### src/rtl/sudoku_pkg.sv
// Shared types and helpers for the sudoku move checker.
// Grid geometry, cell/coordinate types, checker states and scan kinds.
package sudoku_pkg;

  localparam int GRID_N  = 9;
  localparam int BOX_N   = 3;
  localparam int CELL_W  = 4;
  localparam int COORD_W = 4;

  localparam logic [4:0] CNT_MAX = 5'd27;

  typedef logic [CELL_W-1:0]  cell_t;
  typedef logic [COORD_W-1:0] coord_t;

  typedef enum logic [2:0] {
    ST_IDLE,
    ST_SCAN_ROW,
    ST_SCAN_COL,
    ST_SCAN_BOX,
    ST_FINISH
  } chk_state_t;

  typedef enum logic [1:0] {
    SK_ROW,
    SK_COL,
    SK_BOX
  } scan_kind_t;

  // Top-left coordinate of the 3x3 box containing c.
  function automatic coord_t box_base(input coord_t c);
    return (c / coord_t'(BOX_N)) * coord_t'(BOX_N);
  endfunction

endpackage

### src/rtl/sudoku_scan_addr_gen.sv
// Combinational grid read address for the current scan kind and index.
// Row: (i, y); column: (x, i); box: row-major walk of the 3x3 box holding (x, y).
module sudoku_scan_addr_gen
  import sudoku_pkg::*;
(
  input  scan_kind_t  kind_i,
  input  logic [3:0]  idx_i,
  input  coord_t      req_x_i,
  input  coord_t      req_y_i,
  output coord_t      rd_x_o,
  output coord_t      rd_y_o
);

  coord_t col_off;
  coord_t row_off;

  always_comb begin
    col_off = coord_t'(idx_i % 4'd3);
    row_off = coord_t'(idx_i / 4'd3);
    rd_x_o  = box_base(req_x_i) + col_off;
    rd_y_o  = box_base(req_y_i) + row_off;
    case (kind_i)
      SK_ROW: begin
        rd_x_o = idx_i;
        rd_y_o = req_y_i;
      end
      SK_COL: begin
        rd_x_o = req_x_i;
        rd_y_o = idx_i;
      end
      default: ;
    endcase
  end

endmodule

### config.mk
export PLATFORM = sky130hd
export DESIGN_NAME = sudoku_scan_addr_gen
export DESIGN_NICKNAME = d
export VERILOG_FILES = /design/src/rtl/sudoku_pkg.sv /design/src/rtl/sudoku_scan_addr_gen.sv
export SDC_FILE = /design/constraint.sdc
export NUM_CORES = 1
export LEC_CHECK = 0
export BUFFER_PORTS_ARGS = -buffer_cell sky130_fd_sc_hd__buf_2
export CAP_MARGIN = 20
export CORE_MARGIN = 10
export CORE_UTILIZATION = 55
export DETAILED_ROUTE_END_ITERATION = 6
export GPL_ROUTABILITY_DRIVEN = 0
export PLACE_DENSITY = 0.81
export SETUP_SLACK_MARGIN = 0.4
export SYNTH_ARGS = -nofsm -noshare
export SYNTH_HDL_FRONTEND = slang
export SYNTH_SLANG_ARGS = --single-unit
### constraint.sdc
create_clock -name vclk -period 7
set_clock_uncertainty 0.2 [all_clocks]
set_input_delay 1.4 -clock vclk [all_inputs]
set_output_delay 1.4 -clock vclk [all_outputs]
set_load 0.01 [all_outputs]
# Word-level counts from Yosys, hierarchy flattened
# Cells that the tools add are included.
# classes
order_cmp	0
multipliers	2
shift	0
muxes	2
bitwise_logic	0
add_sub_neg	2
eq_ne	1
n_reduce_logical	1
n_div	4
# op_table
op	n
$pmux W4 S2	2
$div A4 B2 Y4 const B	3
$add A4 B4 Y4	2
$mul A4 B2 Y4 const B	2
$mod A4 B2 Y4 const B	1
$eq A2 B1 Y1 const B	1
$logic_not A2 Y1	1
# totals
mem_bits_ro	0
out_inout_bits	8
mem_bits_rw	0
mem_count	0
word_cells	12
latch_bits	0
input_bits	14
ff_bits	0

# Depth between registers and ports, before layout
# Gate-level depths: netlist of run 1.
# depth
ltp_word	4
ltp_mapped	20
depth_no_buf	19

# Worst setup path after synthesis of run 1
# No wires, ideal clock.
# synth_path
kind	input port to output port
start	input port idx_i[3]
end	output port rd_x_o[3]
n_path_buf	1
path_stages	19
t_arrival_ns	4.879
t_required_ns	5.400
slack_ns	0.521
path_cell_list	nand2b_1 -> inv_1 -> ha_1 -> inv_1 -> ha_1 -> buf_8 -> and3b_2 -> a211oi_2 -> nor3b_4 -> mux2i_1 -> fa_1 -> inv_1 -> ha_1 -> fa_1 -> xor2_1 -> xnor2_1 -> nor2_1 -> a22o_2 -> nor3_2
# synth_via
elab_chain_cells	3
# synth_rtl
item	line_no	rtl
start: declaration	sudoku_scan_addr_gen.sv:7	input logic [3:0] idx_i,
$mod A4 B2 Y4	sudoku_scan_addr_gen.sv:18	col_off = coord_t'(idx_i % 4'd3);
$add A4 B4 Y4	sudoku_scan_addr_gen.sv:20	rd_x_o = box_base(req_x_i) + col_off;
$pmux W4 S2 *	sudoku_scan_addr_gen.sv:22	case (kind_i)
end: declaration	sudoku_scan_addr_gen.sv:10	output coord_t rd_x_o,
# Mark *: on every way between the ends. The rest lies on a longest branch, timed or not.

# Worst setup path in the final report of run 1
# Ends and elaborated chain as after synthesis.

==> results of run 1 <==
==> Yosys cell counts <==
cell type / number / share of area
a2111oi_4: 1 / 0.029
a211o_1: 1 / 0.0091
a211oi_2: 1 / 0.013
a21oi_1: 7 / 0.036
a221o_1: 1 / 0.010
a22o_2: 2 / 0.021
a31oi_1: 1 / 0.0065
and2b_2: 1 / 0.0091
and3b_2: 1 / 0.010
and4bb_4: 1 / 0.017
buf_6: 1 / 0.012
buf_8: 1 / 0.016
clkbuf_1: 2 / 0.0078
fa_1: 5 / 0.10
ha_1: 12 / 0.16
inv_1: 18 / 0.070
mux2i_1: 9 / 0.094
nand2_1: 16 / 0.063
nand2b_1: 11 / 0.072
nand3_1: 3 / 0.016
nor2_1: 2 / 0.0078
nor2_2: 1 / 0.0065
nor2b_1: 1 / 0.0065
nor3_1: 3 / 0.016
nor3_2: 1 / 0.010
nor3b_1: 1 / 0.0078
nor3b_4: 1 / 0.020
o211ai_1: 1 / 0.0078
o21a_1: 1 / 0.0078
o21ai_0: 3 / 0.016
o21ai_1: 7 / 0.036
o21ai_4: 1 / 0.017
o31a_1: 1 / 0.0091
or3_1: 1 / 0.0065
xnor2_1: 5 / 0.046
xor2_1: 1 / 0.0091
==> layout by cell type, fill, tap and decap left out, types with 2 or more instances in the layout <==
cell       n
a21oi_1    7
buf_2     20
nor3_1     3
xnor2_1    4
mux2i_1    9
a22o_2     2
inv_1     16
nand2_1   16
ha_2       2
nand2b_1  10
nor2_1     2
nand3_1    3
ha_1       8
ha_4       2
o21ai_1    8
fa_1       4
o21ai_0    2
buf_4     10
==> logic make-up after synthesis <==
logic type	count (synthesis)
muxes	9
adders and majority gates	17
buffers and inverters	22
AOI/OAI and AO/OA	28
and+or+nand+nor	44
xor gates and xnor gates	6
==> report_power, final <==
| group | total [mW] | internal (mW) | switching, mW |
|---|---|---|---|
| clock | 0 | 0 | 0 |
| sequential | 0 | 0 | 0 |
| combinational | 0.146 | 0.0713 | 0.0751 |
| total | 0.146 | 0.0713 | 0.0751 |
==> stage by stage <==
stage               instances    util  power (mW)
detailed placement        162  0.6311      0.1237
global placement          162  0.6311      0.1164
floorplan                 126       -     0.09044
finish                    170  0.7141      0.1465
global route              170  0.7141      0.1651
CTS                       165  0.6622      0.1339
==> metal layers <==
metal,wire length [µm],GRT usage,up-vias
met5,0,0,-
met4,24,0.006369,0
met3,78,0.01423,2
met2,1374,0.2753,9
met1,923,0.1353,445
li1,-,-,485
==> final cells by class <==
type,count,area (µm²),area share
Multi-Input combinational cell,104,924.6,0.7666
Timing Repair Buffer,31,190.2,0.1577
Inverter,18,70.07,0.05809
Tap cell,17,21.27,0.01763
==> how the worst max path moves through the flow <==
stage	to	from	depth (start not counted)
5_1_grt	rd_x_o[3]	idx_i[3]	20
6_report	rd_x_o[3]	idx_i[3]	20
2_1_floorplan	rd_x_o[3]	idx_i[3]	19
3_3_place_gp	rd_x_o[3]	idx_i[3]	20
3_5_place_dp	rd_x_o[3]	idx_i[3]	21
4_1_cts	rd_x_o[3]	idx_i[3]	21
==> what timing repair did <==
| action | in CTS | in global routing |
|---|---|---|
| endpoints found under the setup margin | 1 | 1 |
| buffers inserted | 3 | 5 |
| resized for setup | 8 | 13 |
| pin swaps | 3 | 10 |
==> worst min-delay path, stage by stage <==
cell,delay (ns)
buf_2,0.11
mux2i_1,0.07
o21ai_1,0.11
buf_2,0.13
==> flow_metrics.tcl, run 1 <==
set metrics [dict create \
    worstSetupPathType "primary input to primary output" \
    fp.dieH_um 61.80 \
    nFlopsAndLatches 0 \
    grt_pass1_wl_um 3960 \
    synth_nets 157 \
    synth_fa_ha_area_frac 0.2604 \
    status "complete, no violations" \
    crit_buf_inv 5 \
    row_count 15 \
    cp_slowest_cell "fa_1" \
    core_area_um2 1689 \
    cp_top_family "adder cells" \
    hold_depth 4 \
    fillCellCount 142 \
    ios 22 \
    ir_drop_mv 0.1014 \
    avgViaCountPerCell 5.535 \
    final_area_um2 1206 \
    rsz0062_at_grt "yes" \
    start_util 0.5689 \
    drtIter0Drc 13 \
    synth_compound_area_frac 0.2188 \
    synthToLayoutAreaGrowth_pct 25.52 \
    start_kind "primary input" \
    relSlewSlack 0.7604 \
    setup_ws_ns 0.4826 \
    track_usage 0.1299 \
    p_per_area_nw_per_um2 121.4 \
    antenna_found_initial 0 \
    drive_gt1_frac 0.3464 \
    final.setup.tns_ns 0 \
    nClkBuffers 0 \
    grt_start_max_net_pins 17 \
    seq_area_frac_synth 0 \
    grt_pass1_vias 959 \
    synth_cells 126 \
    end_kind "primary output" \
    regArea_um2 0 \
    fin_crit_sh 0.9311 \
    avgRoutedWirePerCell_um 14.12 \
    dpl-instance-area_um2 1066 \
    required_ns 5.40 \
    dr.pass1.iters 2 \
    synthMuxAreaShare 0.09375 \
    cpPeakStageDelay_ns 0.52 \
    timing.hold.ws_ns 3.014 \
    slew_viol_final 0 \
    setup_viol 0 \
    finalHoldViolCount 0 \
    synth-warning-count 0 \
    hold_path_class "primary input to primary output" \
    fin_crit_ns 6.517 \
    path_max_fanout 5 \
    drc 0 \
    grt-ovfl-total 0 \
    cp.arrival_ns 4.92 \
    cap_violations 0 \
    syn_avg_cell_area_um2 7.626 \
    num_antenna_cells 0 \
    hold_path_startpoint "req_y_i[2]" \
    final_antenna_net_count 0 \
    fmax_mhz 153.4 \
    p_leak_nw 0.5939 \
    synth_xor_area_frac 0.05469 \
    worst_pin_slew_ns 0.3594 \
    fin_nets 186 \
    dp_slack_ns 0.1079 \
    via_count 941 \
    synth_area_um2 960.9 \
    cts_hold_buf 0 \
    crit_chain "buf_8 > nand2b_4 > inv_4 > ha_4 > inv_2 > ha_4 > and3b_2 > a211oi_2 > nor3b_4 > mux2i_1 > fa_1 > inv_1 > ha_2 > fa_2 > xor2_2 > xnor2_2 > nor2_1 > a22o_2 > nor3_2 > buf_2" \
    synth_top_family_by_area "simple AND/OR/NAND/NOR gates" \
    synth-simple-area-share 0.2669 \
    fp.dieW_um 61.80 \
    yosysUniqueCellTypes 36 \
    critPathMostFrequentCell "ha_4" \
    port_buffers 22 \
    hpwl_um 1927 \
    totalWireLength_um 2401 \
    hold-path-endpoint "rd_y_o[2]" \
    die-area_um2 3819 \
]
(Power assumes the default switching activity.)
==> inputs of run 2 (changes only) <==
--- a/config.mk
+++ b/config.mk
@@ -5,13 +5,13 @@
 export SDC_FILE = /design/constraint.sdc
 export NUM_CORES = 1
 export LEC_CHECK = 0
+export ABC_AREA = 0
 export BUFFER_PORTS_ARGS = -buffer_cell sky130_fd_sc_hd__buf_2
-export CAP_MARGIN = 20
 export CORE_MARGIN = 10
-export CORE_UTILIZATION = 55
+export CORE_UTILIZATION = 53
 export DETAILED_ROUTE_END_ITERATION = 6
 export GPL_ROUTABILITY_DRIVEN = 0
-export PLACE_DENSITY = 0.81
+export PLACE_DENSITY = 0.82
 export SETUP_SLACK_MARGIN = 0.4
 export SYNTH_ARGS = -nofsm -noshare
 export SYNTH_HDL_FRONTEND = slang
==> constraint.sdc (replaced) <==
create_clock -name vclk -period 5.35
set_clock_uncertainty 0.2 [all_clocks]
set_input_delay 1.07 -clock vclk [all_inputs]
set_output_delay 1.07 -clock vclk [all_outputs]
set_load 0.01 [all_outputs]
==> run 2 against run 1 <==
Effect of this change:
- the run now ends with negative setup slack left
- hold slack got worse by 0.65 ns
- first-iteration DRC count increased to 3.7 times the previous value
- power increased by 62%
- design area increased by 21%
- die area increased by 2.5%
- sequential share of layout area unchanged
- combinational power increased by 63%
- global-route usage increased by 2.5 points
- sequential cell count unchanged
- cell count increased by 18%
- utilization increased by 13 points
- largest cell class unchanged
- setup slack got worse by 0.85 ns
==> flow_metrics.tcl, run 2 (synthesis results as in run 1) <==
set metrics [dict create \
    status "finished, violations left" \
    failed_checks "negative setup slack" \
    required_ns 4.08 \
    synthToLayoutAreaGrowth_pct 51.56 \
    fp.dieH_um 62.58 \
    nClkBuffers 0 \
    worst_pin_slew_ns 0.4069 \
    hpwl_um 2368 \
    port_buffers 22 \
    drtIter0Drc 48 \
    final.setup.tns_ns -0.3691 \
    internal_power_mw 0.1195 \
    relSlewSlack 0.7287 \
    fin_crit_ns 5.719 \
    p_leak_nw 0.7121 \
    track_usage 0.1545 \
    avgViaCountPerCell 5.560 \
    grt-ovfl-total 0 \
    start_util 0.5565 \
    finalHoldViolCount 0 \
    grt_start_max_net_pins 17 \
    hold_path_class "primary input to primary output" \
    combPwrFrac 1.000 \
    ir_drop_mv 0.1344 \
    place_inst 189 \
    slew_viol_final 0 \
    ios 22 \
    dp_slack_ns -0.5146 \
    grt_pass1_wl_um 5264 \
    dr.pass1.iters 4 \
    p_seq_frac 0 \
    end_kind "primary output" \
    setup_viol 1 \
    row_count 15 \
    fp.dieW_um 62.58 \
    dpl-instance-area_um2 1280 \
    cp_slowest_cell "fa_1" \
    p_sw_mw 0.1184 \
    cap_violations 0 \
    grt_pass1_vias 1194 \
    avgRoutedWirePerCell_um 15.87 \
    final_util 0.8435 \
    cpPeakStageDelay_ns 0.51 \
    totalWireLength_um 3174 \
    cp.arrival_ns 4.45 \
    mostFrequentLayoutCell "buf_4" \
    p_sw_frac 0.4977 \
    critPathMostFrequentCell "ha_4" \
    p_per_area_nw_per_um2 163.3 \
    regArea_um2 0 \
    drive_gt1_frac 0.5000 \
    core_area_um2 1727 \
    path_max_fanout 6 \
    antenna_found_initial 1 \
    worstSetupPathType "primary input to primary output" \
    layout_common_cells "26 x buf_4, 21 x buf_2, 14 x nand2_1, 14 x inv_1" \
    fin_crit_sh 1.069 \
    pwr-share-clk 0 \
    fin_nets 207 \
    fmax_mhz 174.9 \
    crit_chain "buf_6 > nand2b_4 > inv_4 > ha_4 > inv_2 > ha_4 > o211ai_1 > o21ai_1 > ha_2 > nor3b_4 > mux2i_1 > fa_1 > inv_2 > ha_4 > fa_2 > xor2_2 > xnor2_2 > nor2_1 > a22o_2 > nor3_4 > buf_2" \
    drc 0 \
    crit_buf_inv 5 \
    cp_top_family "adder cells" \
    rsz0062_at_grt "yes" \
    final_antenna_net_count 0 \
    setup_ws_ns -0.3691 \
    die-area_um2 3916 \
    final_cells 200 \
    final_area_um2 1456 \
    nFlopsAndLatches 0 \
    via_count 1112 \
    start_kind "primary input" \
]
-- run 2: changes by cell type in the layout (fill, tap and decap cells not counted), sizes merged --
cell and change:
buf +21, diode +1
-- run 2: area by class of cell --
class	count	area, µm²
multi-input cells	104	1001
repair buffers	52	349.1
fillers	102	270.3
inverters	18	72.57
well taps	25	31.28
diodes	1	2.502
-- run 2: final timing paths --
kind	from	to	slack [ns]	depth (start not counted)
hold / removal	req_y_i[3]	rd_y_o[3]	2.36	4
setup / recovery	idx_i[3]	rd_x_o[3]	-0.37	21
-- run 2: through the flow --
stage	hold WS (ns)	power [mW]
3_3_place_gp	2.337	0.1770
5_1_grt	2.396	0.2627
4_1_cts	2.370	0.2116
2_1_floorplan	1.997	0.1283
3_5_place_dp	2.361	0.1902
6_report	2.364	0.2379
-- run 2: metal layers --
| metal | global-route usage | part of all wire | vias up |
|---|---|---|---|
| met5 | 0 | 0 | - |
| met4 | 0.07821 | 0.054 | 0 |
| met3 | 0.01434 | 0.034 | 14 |
| met2 | 0.3013 | 0.52 | 41 |
| met1 | 0.1568 | 0.39 | 526 |
| li1 | - | - | 531 |
-- run 2: timing repair --
| action | 4_1_cts | 5_1_grt |
|---|---|---|
| hold buffers | 0 | 0 |
| setup endpoints to repair | 5 | 5 |
| buffers inserted | 8 | 2 |
| gates resized for setup | 14 | 9 |
| pin swaps | 4 | 1 |
-- run 2: tightest hold or removal path, stage by stage --
cell and delay [ns]:
buf_2 0.12, mux2i_1 0.08, o21ai_2 0.10, buf_2 0.12
-- run 2: power by group through the flow --
stage	combinational [mW]	sequential (mW)	clock, mW
after floorplan	0.128	0	0
after global placement	0.177	0	0
after detailed placement	0.190	0	0
after CTS	0.212	0	0
after global routing	0.263	0	0.0000000250
final	0.238	0	0.0000000250
